## config.mk

```make
export PLATFORM = sky130hd
export DESIGN_NAME = rr_arbiter_4
export DESIGN_NICKNAME = d
export VERILOG_FILES = /design/src/rtl/rr_arb_pkg.sv /design/src/rtl/rr_arbiter_4_decoder.sv /design/src/rtl/rr_arbiter_4.sv
export SDC_FILE = /design/constraint.sdc
export NUM_CORES = 1
export LEC_CHECK = 0
export BUFFER_PORTS_ARGS = -buffer_cell sky130_fd_sc_hd__clkbuf_2
export CAP_MARGIN = 20
export CELL_PAD_IN_SITES_DETAIL_PLACEMENT = 0
export CELL_PAD_IN_SITES_GLOBAL_PLACEMENT = 1
export CORE_ASPECT_RATIO = 0.9
export CORE_MARGIN = 2
export CORE_UTILIZATION = 30
export CTS_BUF_LIST = sky130_fd_sc_hd__clkbuf_8
export DETAILED_ROUTE_END_ITERATION = 16
export PLACE_DENSITY = 0.71
export SLEW_MARGIN = 10
export SYNTH_ARGS = -nofsm -noshare
export SYNTH_HDL_FRONTEND = slang
export SYNTH_SLANG_ARGS = --single-unit
export TNS_END_PERCENT = 100
```

## constraint.sdc

```tcl
create_clock -name clk -period 1.4 [get_ports clk]
set_input_delay 0.28 -clock clk [delete_from_list [all_inputs] [get_ports clk]]
set_output_delay 0.28 -clock clk [all_outputs]
set_load 0.01 [all_outputs]
```

## src/rtl/rr_arb_pkg.sv

```systemverilog
// rr_arb_pkg -- shared definitions for the 4-way round-robin arbiter.
//   NUM_REQ     : number of requesters
//   ID_W        : width of a requester index
//   arb_state_t : arbiter FSM state (IDLE, GRANT)
//   rr_pick     : circular priority scan starting at a pointer
package rr_arb_pkg;

  localparam int NUM_REQ = 4;
  localparam int ID_W    = 2;

  typedef enum logic [0:0] {
    IDLE  = 1'b0,
    GRANT = 1'b1
  } arb_state_t;

  // Returns the first set request bit found scanning ptr, ptr+1, ... (mod NUM_REQ).
  // Result is meaningless when req is all-zero; callers qualify it with |req.
  function automatic logic [ID_W-1:0] rr_pick(
    input logic [NUM_REQ-1:0] req,
    input logic [ID_W-1:0]    ptr
  );
    logic [ID_W-1:0] idx;
    logic [ID_W-1:0] pick;
    logic            found;
    pick  = ptr;
    found = 1'b0;
    for (int k = 0; k < NUM_REQ; k++) begin
      // Index arithmetic wraps naturally in ID_W bits.
      idx = ptr + k[ID_W-1:0];
      if (!found && req[idx]) begin
        pick  = idx;
        found = 1'b1;
      end else begin
        pick  = pick;
        found = found;
      end
    end
    return pick;
  endfunction

endpackage

```

## src/rtl/rr_arbiter_4_decoder.sv

```systemverilog
// decoder_2X4 -- 2-bit binary index to 4-bit one-hot, with enable.
//   i_idx    : binary index (0..3)
//   i_en     : when low, output is forced all-zero
//   o_onehot : one-hot decode of i_idx, or zero when disabled
module decoder_2X4
  import rr_arb_pkg::*;
(
  input  logic [ID_W-1:0]    i_idx,
  input  logic               i_en,
  output logic [NUM_REQ-1:0] o_onehot
);

  // Pure combinational decode.
  always_comb begin
    o_onehot = 4'b0000;
    if (i_en) begin
      case (i_idx)
        2'd0:    o_onehot = 4'b0001;
        2'd1:    o_onehot = 4'b0010;
        2'd2:    o_onehot = 4'b0100;
        2'd3:    o_onehot = 4'b1000;
        default: o_onehot = 4'b0000;
      endcase
    end else begin
      o_onehot = 4'b0000;
    end
  end

endmodule

```

## src/rtl/rr_arbiter_4.sv

```systemverilog
// rr_arbiter_4 -- 4-requester round-robin arbiter with bounded hold time.
// A grant is issued from IDLE to the first requester at or after the
// round-robin pointer, held until done, request drop or MAX_HOLD cycles,
// and always followed by at least one IDLE cycle.
//   clk       : rising-edge clock
//   rst_n     : asynchronous active-low reset
//   req[3:0]  : level-sensitive requests
//   done      : owner releases its grant (ignored in IDLE)
//   gnt[3:0]  : one-hot grant, zero when no owner
//   gnt_id    : binary owner index, zero when no owner
//   gnt_valid : high while a grant is held
//   timeout   : one-cycle pulse after a grant revoked purely by MAX_HOLD
module rr_arbiter_4
  import rr_arb_pkg::*;
#(
  parameter int MAX_HOLD = 16
)(
  input  logic               clk,
  input  logic               rst_n,
  input  logic [NUM_REQ-1:0] req,
  input  logic               done,
  output logic [NUM_REQ-1:0] gnt,
  output logic [ID_W-1:0]    gnt_id,
  output logic               gnt_valid,
  output logic               timeout
);

  localparam logic [7:0] HOLD_LIMIT = 8'(MAX_HOLD);

  arb_state_t          r_state;
  logic [ID_W-1:0]     r_ptr;
  logic [ID_W-1:0]     r_gnt_id;
  logic                r_gnt_valid;
  logic [7:0]          r_hold_cnt;
  logic                r_timeout;

  logic [ID_W-1:0]     w_winner;
  logic                w_any_req;
  logic                w_owner_req;
  logic                w_at_limit;
  logic                w_release;
  logic                w_expire;
  logic [NUM_REQ-1:0]  w_gnt;

  // Arbitration and release conditions, all from inputs and current registers.
  always_comb begin
    w_winner    = rr_pick(req, r_ptr);
    w_any_req   = |req;
    w_owner_req = req[r_gnt_id];
    w_at_limit  = (r_hold_cnt == HOLD_LIMIT);
    w_release   = done | ~w_owner_req | w_at_limit;
    // Timeout only when expiry is the sole reason for the release.
    w_expire    = w_at_limit & ~done & w_owner_req;
  end

  // Arbiter FSM with registered owner, pointer, hold counter and timeout.
  always_ff @(posedge clk or negedge rst_n) begin
    if (!rst_n) begin
      r_state     <= IDLE;
      r_ptr       <= 2'd0;
      r_gnt_id    <= 2'd0;
      r_gnt_valid <= 1'b0;
      r_hold_cnt  <= 8'd0;
      r_timeout   <= 1'b0;
    end else begin
      case (r_state)
        IDLE: begin
          r_timeout <= 1'b0;
          if (w_any_req) begin
            r_state     <= GRANT;
            r_gnt_id    <= w_winner;
            r_gnt_valid <= 1'b1;
            r_hold_cnt  <= 8'd1;
          end else begin
            r_state     <= IDLE;
            r_gnt_id    <= 2'd0;
            r_gnt_valid <= 1'b0;
            r_hold_cnt  <= 8'd0;
          end
        end
        GRANT: begin
          if (w_release) begin
            r_state     <= IDLE;
            r_gnt_id    <= 2'd0;
            r_gnt_valid <= 1'b0;
            r_hold_cnt  <= 8'd0;
            // Next search starts just past the releasing owner.
            r_ptr       <= r_gnt_id + 2'd1;
            r_timeout   <= w_expire;
          end else begin
            r_state     <= GRANT;
            r_hold_cnt  <= r_hold_cnt + 8'd1;
            r_timeout   <= 1'b0;
          end
        end
        default: begin
          r_state     <= IDLE;
          r_gnt_id    <= 2'd0;
          r_gnt_valid <= 1'b0;
          r_hold_cnt  <= 8'd0;
          r_timeout   <= 1'b0;
        end
      endcase
    end
  end

  // gnt is a decode of registers, so asynchronous reset clears it at once.
  decoder_2X4 u_gnt_dec (
    .i_idx    (r_gnt_id),
    .i_en     (r_gnt_valid),
    .o_onehot (w_gnt)
  );

  assign gnt       = w_gnt;
  assign gnt_id    = r_gnt_id;
  assign gnt_valid = r_gnt_valid;
  assign timeout   = r_timeout;

endmodule

```

==> results.json <==
{
  "io_pins": 15,
  "synthTopCellsByArea": "dfrtp_1 41%, ha_1 8.3%, xor2_1 4.8%",
  "drive_gt1_share_pct": 40.5,
  "h-tree-depth": 1,
  "clock_path_buffers": 2,
  "violations": "setup timing",
  "critPathKind": "register to output pin",
  "dp.cells": 159,
  "dp_hpwl_um": 1470,
  "clkSinkCount": 15,
  "routabilityCongestion": 0.741,
  "clock-skew-final_ns": 0.00140,
  "die_w_um": 61.9,
  "area_delta_synth_final_pct": 43.2,
  "wirelength_um": 1950,
  "root_buffer": "clkbuf_8",
  "layout_setup_ws_ns": -0.0979,
  "ir_drop_mv": 0.431,
  "die_h_um": 56.1,
  "synth_area_um2": 905,
  "p_leak_nw": 0.593,
  "grt_overflow": 0,
  "clk-insertion-delay-late_ns": 0.25,
  "synth.top_cell.area_share_pct": 41.5,
  "critPathMaxFanout": 4,
  "cts_tree": "built",
  "routedWlPerCell_um": 11.7,
  "diodes": 0,
  "setup_tns_ns": -0.445,
  "grt_max_degree": 16,
  "hold_viol": 0,
  "grt_pass1_wl_um": 3120,
  "rsz0062_at_grt": "true",
  "yosysTopAreaCell": "dfrtp_1",
  "min_path_type": "input port to register",
  "antenna_found_initial": 0,
  "yosysSeqAreaShare_pct": 41.5,
  "post-place-ws_ns": -0.0748,
  "maxSlewViolCount": 0,
  "min_period_ns": 1.50,
  "drc": 0,
  "status": "finished with violations",
  "grt_usage_pct": 12.0,
  "fin_crit_sh_pct": 107,
  "synth-seq-cells": 15,
  "worst_pin_slew_ns": 0.374,
  "finalSetupViolCount": 5,
  "rows": 18,
  "postRouteAntennaNets": 0,
  "routed_via_density": 4.60,
  "end_kind": "output pin",
  "clkTransAtPathRegs_ns": 0.06,
  "grt_pass1_vias": 695,
  "syn_inst": 93,
  "whs_ns": 0.449,
  "core_area_mm2": 0.00282,
  "vias": 764,
  "start_util_pct": 32.1,
  "drtIter0Drc": 12,
  "final_util_pct": 46.0,
  "ys_types": 31,
  "drtPass1Iterations": 4,
  "final-instance-count-excl-fill": 166,
  "port-buffer-count": 14,
  "max_freq_mhz": 668,
  "synth_warnings": 0,
  "critPathLaunchType": "register",
  "slew_headroom_pct": 75.0,
  "nNetsFinal": 140,
  "avgSynthCellArea_um2": 9.73,
  "critPathArrivalTime_ns": 1.22,
  "dieArea_mm2": 0.00347,
  "cts_buffers": 3,
  "maxCapViolations": 0,
  "reg2reg_setup_slack_ns": -0.06,
  "p_per_area_mw_per_mm2": 1640,
  "syn-num-nets": 106,
  "required_ns": 1.12
}
## layout make-up
class | count | area (um2)
clock buffer | 3 | 41.3
timing repair buffer | 30 | 225
multi-input combinational | 70 | 559
inverter | 7 | 36.3
fill | 263 | 1520
clock inverter | 1 | 5.00
sequential | 15 | 378
tap | 40 | 50.0
## layout by cell type, fill, tap and decap left out, types with 2 or more instances in the layout
cell type and instances:
xor2_1 5, nand3_2 2, buf_6 6, inv_6 2
ha_4 4, mux2i_1 3, a21oi_1 4, nor2_1 10
and3_1 3, a32o_1 2, o21ai_0 3, dfrtp_2 2
clkbuf_8 3, buf_4 13, nand2b_1 2, clkbuf_2 10
ha_1 2, nor2b_1 2, nand2_1 4, dfrtp_1 13
nand3_1 5, and2_4 4, inv_1 5
## metrics by stage
step	power (mW)	area, um2
finish	2.13	1290
global route	2.30	1290
CTS	1.92	1200
detailed placement	1.52	1120
global placement	1.48	1120
floorplan	1.16	907
## cell families (layout without fill, tap and decap cells)
family / after synthesis / count (layout) / share of synthesized area, %
buffers and inverters: 8 / 41 / 3.32
and+or+nand+nor: 37 / 37 / 22.8
adders and majority gates: 6 / 6 / 8.30
AOI/OAI and AO/OA: 17 / 17 / 13.7
xor gates and xnor gates: 6 / 6 / 5.81
muxes: 4 / 4 / 4.56
DFF: 15 / 15 / 41.5
## worst paths after layout
check | startpoint | to | depth (start not counted)
setup / recovery | gnt_id[1]$_DFFE_PN0P_ | gnt[1] | 5
hold / removal | req[1] | gnt_id[1]$_DFFE_PN0P_ | 3
setup reg to reg | gnt_id[1]$_DFFE_PN0P_ | r_ptr[1]$_DFFE_PN0P_ | 4
hold reg to reg | r_hold_cnt[4]$_DFF_PN0_ | r_hold_cnt[4]$_DFF_PN0_ | 2
max in group asynchronous | rst_n | gnt_id[1]$_DFFE_PN0P_ | 2
min in group asynchronous | rst_n | r_hold_cnt[6]$_DFF_PN0_ | 2
## layer usage
metal  share of wire [%]  global-route usage [%]  up-vias
met5                   0                       0        -
met4                 1.6                    5.47        0
met3                 2.7                    2.09        4
met2                  48                    17.6       20
met1                  48                    16.8      351
li1                    -                       -      389
## repair_timing
| item | in CTS | in global routing |
|---|---|---|
| resized for setup | 6 | 23 |
| pin swaps | 3 | 0 |
| setup endpoints to repair | 6 | 16 |
| endpoints found under the hold margin | 15 | 0 |
| setup buffers | 1 | 1 |
| hold buffers | 1 | 0 |
## worst max-delay path: stages, from the launching register on
cell     delay, ns
dfrtp_2       0.43
buf_6         0.15
inv_6         0.07
ha_4          0.11
and2_4        0.12
buf_6         0.09
## cell usage after synthesis
| cell type | instances |
|---|---|
| dfrtp_1 | 15 |
| nor2_1 | 10 |
| inv_1 | 7 |
| ha_1 | 6 |
| and2_1 | 5 |
| nand3_1 | 5 |
| xor2_1 | 5 |
| a21oi_1 | 4 |
| nand2_1 | 4 |
| and3_1 | 3 |
| mux2i_1 | 3 |
| o21ai_0 | 3 |
| a32o_1 | 2 |
| nand2b_1 | 2 |
| nand3_2 | 2 |
| nor2b_1 | 2 |
| a211oi_1 | 1 |
| a21boi_2 | 1 |
| a21o_1 | 1 |
| clkbuf_1 | 1 |
| mux2_1 | 1 |
| nor4_1 | 1 |
| nor4b_2 | 1 |
| o21ai_1 | 1 |
| o21bai_1 | 1 |
| o22ai_2 | 1 |
| o2bb2ai_1 | 1 |
| o32ai_1 | 1 |
| or2_1 | 1 |
| or2_2 | 1 |
| xnor2_1 | 1 |
## registers in the layout, indices dropped and copies added (netlist names)
register and cells:
gnt_valid 1, r_state 1, r_ptr 2, r_hold_cnt 8
gnt_id 2, timeout 1
## power breakdown
| part | switching (mW) | total (mW) | leakage (nW) | internal [mW] |
|---|---|---|---|---|
| clock network | 0.155 | 0.352 | 0.0255 | 0.197 |
| registers | 0.133 | 0.681 | 0.192 | 0.548 |
| logic | 0.524 | 1.10 | 0.375 | 0.572 |
Note: power is estimated with default switching activity, not from simulation.
